File: src/rtl/pi_io_seq_pkg.sv
// Shared types and widths for the PI single-word I/O sequencer.
package pi_io_seq_pkg;

   localparam int PBUS_AD_SIZE   = 16;
   localparam int DOM_LAT_W      = 8;
   localparam int DOM_PULSE_W    = 8;
   localparam int DOM_REL_W      = 4;
   localparam int CNT_W          = 8;
   localparam int ADDR_SETUP_DEF = 4;

   typedef enum logic [2:0] {
      ST_IDLE    = 3'd0,
      ST_ADDR_HI = 3'd1,
      ST_ADDR_LO = 3'd2,
      ST_LATENCY = 3'd3,
      ST_PULSE   = 3'd4,
      ST_RELEASE = 3'd5
   } pi_state_t;

   // The bus is halfword addressed, so the low address halfword never carries bit 0.
   function automatic logic [PBUS_AD_SIZE-1:0] lo_addr_hw(input logic [PBUS_AD_SIZE-1:0] a);
      return a & 16'hFFFE;
   endfunction

endpackage

File: src/rtl/pi_io_seq_if.sv
// Request/response channel between the cbus decode logic and the I/O sequencer.
interface pi_io_seq_if;
   import pi_io_seq_pkg::*;

   logic                   start;
   logic                   write;
   logic [31:0]            address;
   logic [31:0]            write_data;
   logic [DOM_LAT_W-1:0]   dom_latency;
   logic [DOM_PULSE_W-1:0] dom_pulse;
   logic [DOM_REL_W-1:0]   dom_release;
   logic                   busy;
   logic [31:0]            read_data;

   modport master (
      output start, write, address, write_data, dom_latency, dom_pulse, dom_release,
      input  busy, read_data
   );

   modport slave (
      input  start, write, address, write_data, dom_latency, dom_pulse, dom_release,
      output busy, read_data
   );

endinterface

File: src/rtl/pi_dom_timer.sv
// Loadable 8-bit down-counter that times each PBUS phase; load wins over enable.
module pi_dom_timer
   import pi_io_seq_pkg::*;
(
   input  logic             clock,
   input  logic             reset_l,
   input  logic             load_i,
   input  logic [CNT_W-1:0] load_val_i,
   input  logic             en_i,
   output logic             zero_o
);

   logic [CNT_W-1:0] cnt_q, cnt_d;

   always_comb begin
      cnt_d = cnt_q;
      if (load_i)
         cnt_d = load_val_i;
      else if (en_i && (cnt_q != '0))
         cnt_d = cnt_q - CNT_W'(1);
   end

   always_ff @(posedge clock or negedge reset_l) begin
      if (!reset_l) cnt_q <= '0;
      else          cnt_q <= cnt_d;
   end

   assign zero_o = (cnt_q == '0);

endmodule

File: src/rtl/pi_io_seq.sv
// Sequences one 32-bit PI I/O cycle as two halfword strobes on the multiplexed PBUS.
//
// state      | meaning
// IDLE       | waiting for io_start; pins at rest
// ADDR_HI    | ale_h/ale_l high, upper address halfword on AD
// ADDR_LO    | ale_l high, lower address halfword on AD
// LATENCY    | device access latency; write data pre-driven
// PULSE      | read or write strobe low for the current halfword
// RELEASE    | strobes high; loops to PULSE once for the lower halfword
module pi_io_seq
   import pi_io_seq_pkg::*;
#(
   parameter int ADDR_SETUP = ADDR_SETUP_DEF
) (
   input  logic                    clock,
   input  logic                    reset_l,
   pi_io_seq_if.slave              io_if,
   output logic [PBUS_AD_SIZE-1:0] pbus_ad_out_o,
   output logic                    pbus_ad_oe_o,
   input  logic [PBUS_AD_SIZE-1:0] pbus_ad_in_i,
   output logic                    pbus_ale_h_o,
   output logic                    pbus_ale_l_o,
   output logic                    pbus_read_l_o,
   output logic                    pbus_write_l_o
);

   localparam logic [CNT_W-1:0] SETUP_LD = CNT_W'(ADDR_SETUP - 1);

   pi_state_t              state_q, state_d;
   logic                   hw_q, hw_d, wr_q, wr_d;
   logic [31:0]            addr_q, addr_d, data_q, data_d, rdata_q, rdata_d;
   logic [DOM_LAT_W-1:0]   lat_q, lat_d;
   logic [DOM_PULSE_W-1:0] pulse_q, pulse_d;
   logic [DOM_REL_W-1:0]   rel_q, rel_d;
   logic                   busy_q, busy_d, ale_h_q, ale_h_d, ale_l_q, ale_l_d;
   logic                   rd_l_q, rd_l_d, wr_l_q, wr_l_d, oe_q, oe_d;
   logic [PBUS_AD_SIZE-1:0] ad_q, ad_d, cur_hw;
   logic                   tmr_load, tmr_en, tmr_zero;
   logic [CNT_W-1:0]       tmr_val;

   pi_dom_timer u_timer (
      .clock      (clock),
      .reset_l    (reset_l),
      .load_i     (tmr_load),
      .load_val_i (tmr_val),
      .en_i       (tmr_en),
      .zero_o     (tmr_zero)
   );

   always_comb begin : next_state
      state_d  = state_q;
      hw_d     = hw_q;
      wr_d     = wr_q;
      addr_d   = addr_q;
      data_d   = data_q;
      rdata_d  = rdata_q;
      lat_d    = lat_q;
      pulse_d  = pulse_q;
      rel_d    = rel_q;
      tmr_load = 1'b0;
      tmr_val  = '0;
      tmr_en   = 1'b0;
      case (state_q)
         ST_IDLE: if (io_if.start) begin
            wr_d     = io_if.write;
            addr_d   = io_if.address;
            data_d   = io_if.write_data;
            lat_d    = io_if.dom_latency;
            pulse_d  = io_if.dom_pulse;
            rel_d    = io_if.dom_release;
            hw_d     = 1'b0;
            state_d  = ST_ADDR_HI;
            tmr_load = 1'b1;
            tmr_val  = SETUP_LD;
         end
         ST_ADDR_HI: if (tmr_zero) begin
            state_d  = ST_ADDR_LO;
            tmr_load = 1'b1;
            tmr_val  = SETUP_LD;
         end else tmr_en = 1'b1;
         ST_ADDR_LO: if (tmr_zero) begin
            state_d  = ST_LATENCY;
            tmr_load = 1'b1;
            tmr_val  = lat_q;
         end else tmr_en = 1'b1;
         ST_LATENCY: if (tmr_zero) begin
            state_d  = ST_PULSE;
            tmr_load = 1'b1;
            tmr_val  = pulse_q;
         end else tmr_en = 1'b1;
         ST_PULSE: if (tmr_zero) begin
            if (!wr_q) begin
               if (hw_q) data_d[15:0]  = pbus_ad_in_i;
               else      data_d[31:16] = pbus_ad_in_i;
            end
            state_d  = ST_RELEASE;
            tmr_load = 1'b1;
            tmr_val  = {4'b0, rel_q};
         end else tmr_en = 1'b1;
         ST_RELEASE: if (tmr_zero) begin
            if (!hw_q) begin
               // Device auto-increments, so the lower halfword needs no new address phase.
               hw_d     = 1'b1;
               state_d  = ST_PULSE;
               tmr_load = 1'b1;
               tmr_val  = pulse_q;
            end else begin
               state_d = ST_IDLE;
               if (!wr_q) rdata_d = data_q;
            end
         end else tmr_en = 1'b1;
         default: state_d = ST_IDLE;
      endcase
   end

   // Pin values are decoded from the next state so every output leaves a flop.
   always_comb begin : out_dec
      cur_hw  = hw_d ? data_d[15:0] : data_d[31:16];
      busy_d  = (state_d != ST_IDLE);
      ale_h_d = 1'b0;
      ale_l_d = 1'b0;
      rd_l_d  = 1'b1;
      wr_l_d  = 1'b1;
      oe_d    = 1'b0;
      ad_d    = '0;
      case (state_d)
         ST_ADDR_HI: begin
            ale_h_d = 1'b1;
            ale_l_d = 1'b1;
            oe_d    = 1'b1;
            ad_d    = addr_d[31:16];
         end
         ST_ADDR_LO: begin
            ale_l_d = 1'b1;
            oe_d    = 1'b1;
            ad_d    = lo_addr_hw(addr_d[15:0]);
         end
         ST_LATENCY: if (wr_d) begin
            oe_d = 1'b1;
            ad_d = data_d[31:16];
         end
         ST_PULSE: if (wr_d) begin
            wr_l_d = 1'b0;
            oe_d   = 1'b1;
            ad_d   = cur_hw;
         end else rd_l_d = 1'b0;
         ST_RELEASE: if (wr_d) begin
            oe_d = 1'b1;
            ad_d = cur_hw;
         end
         default: ;
      endcase
   end

   always_ff @(posedge clock or negedge reset_l) begin
      if (!reset_l) begin
         state_q <= ST_IDLE;
         hw_q    <= 1'b0;
         wr_q    <= 1'b0;
         addr_q  <= '0;
         data_q  <= '0;
         rdata_q <= '0;
         lat_q   <= '0;
         pulse_q <= '0;
         rel_q   <= '0;
         busy_q  <= 1'b0;
         ale_h_q <= 1'b0;
         ale_l_q <= 1'b0;
         rd_l_q  <= 1'b1;
         wr_l_q  <= 1'b1;
         oe_q    <= 1'b0;
         ad_q    <= '0;
      end else begin
         state_q <= state_d;
         hw_q    <= hw_d;
         wr_q    <= wr_d;
         addr_q  <= addr_d;
         data_q  <= data_d;
         rdata_q <= rdata_d;
         lat_q   <= lat_d;
         pulse_q <= pulse_d;
         rel_q   <= rel_d;
         busy_q  <= busy_d;
         ale_h_q <= ale_h_d;
         ale_l_q <= ale_l_d;
         rd_l_q  <= rd_l_d;
         wr_l_q  <= wr_l_d;
         oe_q    <= oe_d;
         ad_q    <= ad_d;
      end
   end

   assign io_if.busy      = busy_q;
   assign io_if.read_data = rdata_q;
   assign pbus_ad_out_o   = ad_q;
   assign pbus_ad_oe_o    = oe_q;
   assign pbus_ale_h_o    = ale_h_q;
   assign pbus_ale_l_o    = ale_l_q;
   assign pbus_read_l_o   = rd_l_q;
   assign pbus_write_l_o  = wr_l_q;

endmodule

File: src/flat_wrapper.sv
// flat-port wrapper written by rule: the top's interface ports become plain ports
module pi_io_seq_flat import pi_io_seq_pkg::*;
#(
   parameter int ADDR_SETUP = ADDR_SETUP_DEF
)
  (clock, reset_l, pbus_ad_out_o, pbus_ad_oe_o, pbus_ad_in_i, pbus_ale_h_o, pbus_ale_l_o, pbus_read_l_o, pbus_write_l_o, io_if_start, io_if_write, io_if_address, io_if_write_data, io_if_dom_latency, io_if_dom_pulse, io_if_dom_release, io_if_busy, io_if_read_data);
  pi_io_seq_if io_if_i ();
  input  logic clock;
  input  logic reset_l;
  output logic [PBUS_AD_SIZE-1:0] pbus_ad_out_o;
  output logic pbus_ad_oe_o;
  input  logic [PBUS_AD_SIZE-1:0] pbus_ad_in_i;
  output logic pbus_ale_h_o;
  output logic pbus_ale_l_o;
  output logic pbus_read_l_o;
  output logic pbus_write_l_o;
  input wire logic [$bits(io_if_i.start)-1:0] io_if_start;
  input wire logic [$bits(io_if_i.write)-1:0] io_if_write;
  input wire logic [$bits(io_if_i.address)-1:0] io_if_address;
  input wire logic [$bits(io_if_i.write_data)-1:0] io_if_write_data;
  input wire logic [$bits(io_if_i.dom_latency)-1:0] io_if_dom_latency;
  input wire logic [$bits(io_if_i.dom_pulse)-1:0] io_if_dom_pulse;
  input wire logic [$bits(io_if_i.dom_release)-1:0] io_if_dom_release;
  output wire logic [$bits(io_if_i.busy)-1:0] io_if_busy;
  output wire logic [$bits(io_if_i.read_data)-1:0] io_if_read_data;
  assign io_if_i.start = io_if_start;
  assign io_if_i.write = io_if_write;
  assign io_if_i.address = io_if_address;
  assign io_if_i.write_data = io_if_write_data;
  assign io_if_i.dom_latency = io_if_dom_latency;
  assign io_if_i.dom_pulse = io_if_dom_pulse;
  assign io_if_i.dom_release = io_if_dom_release;
  assign io_if_busy = io_if_i.busy;
  assign io_if_read_data = io_if_i.read_data;
  pi_io_seq #(.ADDR_SETUP(ADDR_SETUP)) u_core (.clock(clock), .reset_l(reset_l), .io_if(io_if_i), .pbus_ad_out_o(pbus_ad_out_o), .pbus_ad_oe_o(pbus_ad_oe_o), .pbus_ad_in_i(pbus_ad_in_i), .pbus_ale_h_o(pbus_ale_h_o), .pbus_ale_l_o(pbus_ale_l_o), .pbus_read_l_o(pbus_read_l_o), .pbus_write_l_o(pbus_write_l_o));
endmodule
File: config.mk
export PLATFORM = sky130hd
export DESIGN_NAME = pi_io_seq_flat
export DESIGN_NICKNAME = d
export VERILOG_FILES = /design/src/rtl/pi_io_seq_pkg.sv /design/src/rtl/pi_io_seq_if.sv /design/src/rtl/pi_dom_timer.sv /design/src/rtl/pi_io_seq.sv /design/src/flat_wrapper.sv
export SDC_FILE = /design/constraint.sdc
export NUM_CORES = 1
export LEC_CHECK = 0
export BUFFER_PORTS_ARGS = -buffer_cell sky130_fd_sc_hd__buf_2
export CORE_AREA = 2 2 167 87
export DETAILED_ROUTE_END_ITERATION = 10
export DIE_AREA = 0 0 169 89
export PLACE_DENSITY = 0.8
export SLEW_MARGIN = 40
export SYNTH_ARGS = -nofsm -noshare
export SYNTH_HDL_FRONTEND = slang
export SYNTH_SLANG_ARGS = --single-unit
File: constraint.sdc
create_clock -name clock -period 2.46 [get_ports clock]
set_clock_uncertainty 0.1 [all_clocks]
set_input_delay 0.492 -clock clock [delete_from_list [all_inputs] [get_ports clock]]
set_output_delay 0.492 -clock clock [all_outputs]
set_load 0.005 [all_outputs]
==> implementation parameters, run 1 <==
Parameter                              Value

Layout
  Utilization of the core after routing ... 63.5%
  Post-Layout Inst Area ... 8530 um2
  Post-Layout Cell Count ... 1,020
  Commonest non-fill, non-tap cells in the layout ... 168 x nand2_1, 155 x buf_2, 148 x dfrtp_1, 66 x nor2_1, 52 x buf_4
  Fraction of final layout cells with drive strength greater than 1 ... 36.1%
  Most common cell after layout, fill and taps aside ... nand2_1
  Filler Cells Inserted ... 1,084
  Synth-to-layout area growth ... 32.6%
  Sequential cell area ... between 3000 and 4000 um2
  Multi-input logic area ... 2580 um2
  # nets final ... roughly 940
  Antenna diode count ... 0

Placed design
  Total of buffers placed on input and output ports ... 156
  Area after detailed placement ... 7810 um2
  Estimated wirelength of the detail-placed design ... 12,100 um
  Number of cells after detailed placement ... 976
  Worst setup slack after placement ... -0.185 ns
  GPL Wtd Cong ... between 0.8 and 0.9

Timing
  Setup total negative slack ... 0 ns
  Max Clk Rate ... 411 MHz
  Period utilization ... between 90% and 100%
  Fin crit period ... 2.43 ns
  Final setup slack of the worst path ... 0.0261 ns
  Final Hold Violating Endpoints ... 0
  Slew headroom ... 60.9%
  Count of pins over their slew limit ... 0
  Number of setup violations in the final report ... 0
  Unrepaired setup endpoints after global routing ... true
  Worst slack on hold paths ... 0.157 ns
  Slew at the pin with the worst max-slew slack ... 0.586 ns

Job
  Max capacitance violation total ... 0

Drt
  Count of antenna-violating nets left after detailed routing ... 0
  Avg Vias per Cell ... 5.36
  Routed wire length ... ~17,000 um
  DRC violations left ... 0
  Iteration-0 DRC count of the detailed router ... between 400 and 500
  Average routed wire per standard cell ... roughly 17 um
  Detailed-route via count ... 5,472
  1st-pass router iterations ... 5

Logic synthesis
  Count of yosys warnings during synthesis ... 0
  Async set-reset flop share out of synthesis ... 100%
  Area share of the largest cell type after synthesis ... 57.5%
  Number of standard cells after synthesis ... 629
  #FFs+latches synth ... 150
  Most area-hungry cell type in the Yosys netlist ... dfrtp_1
  EDFF count, synth ... 0
  Mean post-synth cell area ... between 10 and 15 um2
  Synthesized netlist net count ... 734
  Post-synthesis sequential area ratio ... 58.3%
  Commonest register cell after synthesis ... dfrtp_1
  Synthesized cell area ... approximately 6400 um2
  Leading post-synthesis cells by cell area ... dfrtp_1 58%, nand2_1 9.9%, mux2_2 5.4%
  Count of unique library cells instantiated by Yosys ... 56

Setup path
  Critical Path RT ... 2.71 ns
  Setup slack, reg-to-reg ... 0.03 ns
  Critical R2R Launch ... u_core.u_timer.cnt_q[4]
  Worst-case reg-to-reg path depth ... 7
  CP startpoint kind ... register
  Maximum single-stage delay on the critical path ... between 0.5 and 0.6 ns
  Library cell contributing the largest single delay on the critical path ... or4_4
  Cells traversed along the worst timing path ... or4_4 > or3_4 > or2_4 > a21oi_4 > buf_12 > a22o_1 > a221o_1
  Max Fanout on Critical Path ... 16
  Buffering stage count on the worst path with inverters included ... 1
  Critical path capture point type ... register
  Critical path data arrival time ... 2.68 ns
  Category of the most critical setup path ... register to register
  Top delay family on crit path ... simple AND/OR/NAND/NOR gates
  Endpoint of the lowest-slack register-to-register path ... u_core.pbus_ad_out_o[7]

Global routing
  Largest net degree at the start of global routing ... 56
  Global-route wire length before repair ... 27,600 um
  GRT Util Overall ... a little under a quarter
  Vias in the first global route ... 5,642
  Number of antenna violations at the first check in global routing ... 0
  Residual overflow from global routing ... 0

Die
  Starting utilization of the core area ... 47.9%
  Floorplan row count ... 30
  Die extent in y ... between 80 and 90 um
  Horizontal die dimension ... ~170 um
  Floorplan core area ... 13,400 um2
  # IOs ... 158
  Die area ... 15,000 um2

Clock tree
  H-tree depth ... 4
  Post-CTS clock slew at the launch and capture registers of the worst setup and hold paths ... 0.07 ns
  Clock tree from TritonCTS ... built
  Num CTS Buffers ... 17
  Root Buffer ... clkbuf_16
  Longest Clk Path Bufs ... 2
  Count of clock tree sinks ... 150
  Clock latency on the worst-skew pair ... 0.42 ns

Min path
  Tightest Hold Check Type ... input pin to register
  Hold-critical path depth ... 3
  Endpoint of the worst hold path ... u_core.pulse_q[5]
  Startpoint of the tightest hold check path ... io_if_dom_pulse[5]

Pwr
  Tot Pwr ... 9.60 mW
  Worst voltage drop across the vdd grid ... 532 uV
  P per Cell Area ... 1120 nW/um2
  Pleak ... 4.41 nW

Outcome
  Outcome ... finished, final reports clean
## cell families after synthesis
group           Yosys count  share of synthesized area (%)
fa+ha+maj                 1                          0.194
simple gates            278                           18.1
mux                      33                           5.73
flops                   150                           58.3
compound gates          114                           14.0
buf+inv                  50                           3.21
xor+xnor                  3                          0.408
## tightest hold or removal path: stages
cell     delay (ns)
buf_2          0.07
nand2_1        0.04
nand2_1        0.04
## worst max-delay path by stage
stage / startpoint / to / slack (ns) / cells after the start
global placement: u_core.u_timer.cnt_q[0] / u_core.pbus_ad_out_o[11] / -0.07 / 8
global route: u_core.u_timer.cnt_q[4] / u_core.pbus_ad_out_o[15] / -0.06 / 7
detailed placement: u_core.u_timer.cnt_q[0] / u_core.pbus_ad_out_o[10] / -0.19 / 8
finish: u_core.u_timer.cnt_q[4] / u_core.pbus_ad_out_o[7] / 0.03 / 7
floorplan: u_core.u_timer.cnt_q[6] / u_core.pbus_ad_out_o[10] / 0.02 / 8
CTS: u_core.u_timer.cnt_q[0] / u_core.pbus_ad_out_o[5] / 0.004 / 9
## cells in the mapped netlist (3+ instances only)
library cell	n
a21o_1	3
a21oi_1	12
a221o_1	16
a222oi_1	7
a22o_1	16
a22oi_1	4
buf_1	6
buf_2	3
clkbuf_1	25
dfrtp_1	148
inv_1	14
mux2_2	31
nand2_1	170
nand2b_1	8
nor2_1	67
nor3_1	9
o21ai_0	9
o21ai_1	3
o221ai_1	3
o22ai_1	22
or2_1	3
or3_1	4
## metal layers
metal  GRT usage, %  vias to the layer above  share of wire [%]
met5              0                        -                  0
met3           5.58                       21                4.9
li1               -                     2588                  -
met2           42.3                      160                 52
met1           29.7                     2703                 42
met4           7.61                        0                1.5
## power breakdown
| group | leakage, nW | switching (mW) | total [mW] | internal (mW) |
|---|---|---|---|---|
| Clock | 0.257 | 1.02 | 2.41 | 1.39 |
| Combinational | 2.27 | 1.80 | 3.38 | 1.58 |
| Sequential | 1.89 | 0.451 | 3.81 | 3.36 |
| Total | 4.41 | 3.27 | 9.60 | 6.33 |
## cell type report
cell class                      count  share of cell area, %
Tap cell                          176                   2.58
Inverter                           14                  0.616
Multi-Input combinational cell    429                   30.3
Sequential cell                   150                   44.0
Clock buffer                       21                   5.16
Clock inverter                     11                   1.20
Timing Repair Buffer              219                   16.2
## repair_timing
item / in CTS / in global routing
hold endpoints to repair: 42 / 0
setup buffers: 5 / 6
gates resized for setup: 4 / 13
pin swaps: 4 / 11
endpoints found under the setup margin: 16 / 16
hold buffers: 1 / 0
## state kept, by name (all words and copies together) (netlist names)
signal,cells
u_core.data_q,32
u_core.io_if.read_data,32
u_core.addr_q,31
u_core.pbus_ad_out_o,16
u_core.lat_q,8
u_core.pulse_q,8
u_core.u_timer.cnt_q,8
u_core.rel_q,4
u_core.state_q,3
u_core.hw_q,1
u_core.io_if.busy,1
u_core.pbus_ad_oe_o,1
u_core.pbus_ale_h_o,1
u_core.pbus_ale_l_o,1
u_core.pbus_read_l_o,1
u_core.pbus_write_l_o,1
u_core.wr_q,1
Power figures use the tool's default switching activity.
==> run 2, diff against run 1 <==
Settings changed: CTS_BUF_LIST from default to sky130_fd_sc_hd__clkbuf_16.
==> implementation parameters, run 2 (synthesized netlist as in run 1, its figures left out) <==
Parameter                              Value

Outcome
  Outcome ... finished, final reports clean (unchanged)

Timing
  Final setup slack of the worst path ... 0.0275 ns (was 0.0261 ns)
  Final Hold Violating Endpoints ... 0 (unchanged)
  Count of pins over their slew limit ... 0 (unchanged)
  Fin crit period ... 2.43 ns (about the same)
  Slew headroom ... 60.8% (was 60.9%)
  Slew at the pin with the worst max-slew slack ... 0.588 ns (was 0.586 ns)
  Unrepaired setup endpoints after global routing ... true (unchanged)
  Max Clk Rate ... 411 MHz (about the same)
  Period utilization ... 98.9% (about the same)
  Number of setup violations in the final report ... 0 (unchanged)

Global routing
  Number of antenna violations at the first check in global routing ... 0 (unchanged)
  Residual overflow from global routing ... 0 (unchanged)
  GRT Util Overall ... 23.9% (was 23.8%)
  Global-route wire length before repair ... 27,600 um (about the same)
  Vias in the first global route ... 5,643 (was 5,642)
  Largest net degree at the start of global routing ... 56 (unchanged)

Drt
  Count of antenna-violating nets left after detailed routing ... 0 (unchanged)
  Average routed wire per standard cell ... 17.1 um (about the same)
  1st-pass router iterations ... 5 (unchanged)
  Avg Vias per Cell ... 5.37 (was 5.36)
  Iteration-0 DRC count of the detailed router ... 444 (was 419)
  Detailed-route via count ... 5,473 (was 5,472)
  Routed wire length ... 17,400 um (about the same)
  DRC violations left ... 0 (unchanged)

Setup path
  Critical path data arrival time ... 2.67 ns (was 2.68 ns)
  Maximum single-stage delay on the critical path ... 0.54 ns (about the same)
  Library cell contributing the largest single delay on the critical path ... or4_4 (unchanged)
  CP startpoint kind ... register (unchanged)
  Buffering stage count on the worst path with inverters included ... 1 (unchanged)
  Critical Path RT ... 2.70 ns (was 2.71 ns)
  Cells traversed along the worst timing path ... or4_4 > or3_4 > or2_4 > a21oi_4 > buf_12 > a22o_1 > a221o_1 (unchanged)
  Max Fanout on Critical Path ... 16 (unchanged)
  Top delay family on crit path ... simple AND/OR/NAND/NOR gates (unchanged)
  Category of the most critical setup path ... register to register (unchanged)
  Critical path capture point type ... register (unchanged)

Pwr
  Tot Pwr ... 9.58 mW (was 9.60 mW)
  Worst voltage drop across the vdd grid ... 527 uV (was 532 uV)
  Pleak ... 4.43 nW (was 4.41 nW)
  P per Cell Area ... 1120 nW/um2 (about the same)

Placed design
  GPL Wtd Cong ... 0.837 (unchanged)
  Area after detailed placement ... 7810 um2 (unchanged)
  Number of cells after detailed placement ... 976 (unchanged)
  Estimated wirelength of the detail-placed design ... 12,100 um (unchanged)
  Worst setup slack after placement ... -0.185 ns (unchanged)
  Total of buffers placed on input and output ports ... 156 (unchanged)

Clock tree
  Count of clock tree sinks ... 150 (unchanged)
  Root Buffer ... clkbuf_16 (unchanged)
  Clock latency on the worst-skew pair ... 0.42 ns (about the same)
  H-tree depth ... 4 (unchanged)
  Longest Clk Path Bufs ... 2 (unchanged)
  Post-CTS clock slew at the launch and capture registers of the worst setup and hold paths ... 0.07 ns (about the same)
  Num CTS Buffers ... 17 (unchanged)
  Clock tree from TritonCTS ... built (unchanged)

Die
  Starting utilization of the core area ... 47.9% (unchanged)
  Floorplan row count ... 30 (unchanged)
  Horizontal die dimension ... 169 um (unchanged)
  Floorplan core area ... 13,400 um2 (unchanged)
  Die extent in y ... 89 um (unchanged)
  # IOs ... 158 (unchanged)
  Die area ... 15,000 um2 (unchanged)

Layout
  # nets final ... 936 (unchanged)
  Most common cell after layout, fill and taps aside ... nand2_1 (unchanged)
  Utilization of the core after routing ... 63.5% (unchanged)
  Post-Layout Inst Area ... 8530 um2 (unchanged)
  Synth-to-layout area growth ... 32.6% (unchanged)
  Post-Layout Cell Count ... 1,020 (unchanged)
  Antenna diode count ... 0 (unchanged)
  Fraction of final layout cells with drive strength greater than 1 ... 36.1% (unchanged)
  Commonest non-fill, non-tap cells in the layout ... 168 x nand2_1, 155 x buf_2, 148 x dfrtp_1, 66 x nor2_1, 52 x buf_4 (unchanged)

Min path
  Tightest Hold Check Type ... input pin to register (unchanged)

Job
  Max capacitance violation total ... 0 (unchanged)
run 2: cell count changes in the layout (fill, tap and decap cells not counted), sizes merged:
| cell | change |
|---|---|
| inv | +4 |
| clkbuf | -4 |
run 2: area by class of cell:
type / instances / area, um2
fill: 1084 / 4900
sequential: 150 / 3760
multi-input combinational: 429 / 2580
timing repair buffer: 219 / 1380
clock buffer: 17 / 425
tap: 176 / 220
clock inverter: 15 / 118
inverter: 14 / 52.6
run 2: path summary, 6_finish.rpt:
| check | from | end | slack, ns | cells past startpoint |
|---|---|---|---|---|
| max in group asynchronous | reset_l | u_core.pbus_ad_out_o[15] | 1.10 | 3 |
| worst max register to register | u_core.u_timer.cnt_q[4] | u_core.pbus_ad_out_o[6] | 0.03 | 7 |
| worst max-delay path | u_core.u_timer.cnt_q[4] | u_core.pbus_ad_out_o[6] | 0.03 | 7 |
| worst min-delay path | io_if_dom_pulse[5] | u_core.pulse_q[5] | 0.16 | 3 |
| min in group asynchronous | reset_l | u_core.u_timer.cnt_q[4] | 0.47 | 2 |
| worst min register to register | u_core.addr_q[16] | u_core.addr_q[16] | 0.37 | 2 |
run 2: routing by layer:
metal / track usage, % / part of all wire, %
met1: 29.7 / 42
met4: 7.61 / 1.3
met5: 0 / 0
met2: 42.3 / 52
met3: 5.58 / 5.3
run 2: stage by stage:
| stage | hold WS [ns] | TNS, ns |
|---|---|---|
| after detailed placement | 0.361 | -1.43 |
| after global placement | 0.354 | -0.517 |
| after global routing | 0.160 | -0.553 |
| after CTS | 0.151 | 0 |
| final | 0.159 | 0 |
| after floorplan | 0.0964 | 0 |
run 2: worst register-to-register path, stage by stage (launching register included):
cell     delay, ns
dfrtp_1       0.42
or4_4         0.54
or3_4         0.43
or2_4         0.28
a21oi_4       0.14
buf_12        0.16
a22o_1        0.16
a221o_1       0.12
run 2: what timing repair did:
action                                  in CTS  in global routing
setup buffers                                5                  6
gates resized for setup                      4                 13
gates cloned                                 0                  0
hold buffers                                 1                  0
endpoints found under the setup margin      16                 16
pin swaps                                    4                 11
hold endpoints to repair                    42                  0
run 2: report_power, final:
part | leakage, nW | internal, mW | total (mW) | switching, mW
Sequential | 1.89 | 3.36 | 3.81 | 0.451
Combinational | 2.27 | 1.58 | 3.38 | 1.80
Clock | 0.274 | 1.38 | 2.39 | 1.02
Total | 4.43 | 6.32 | 9.58 | 3.26
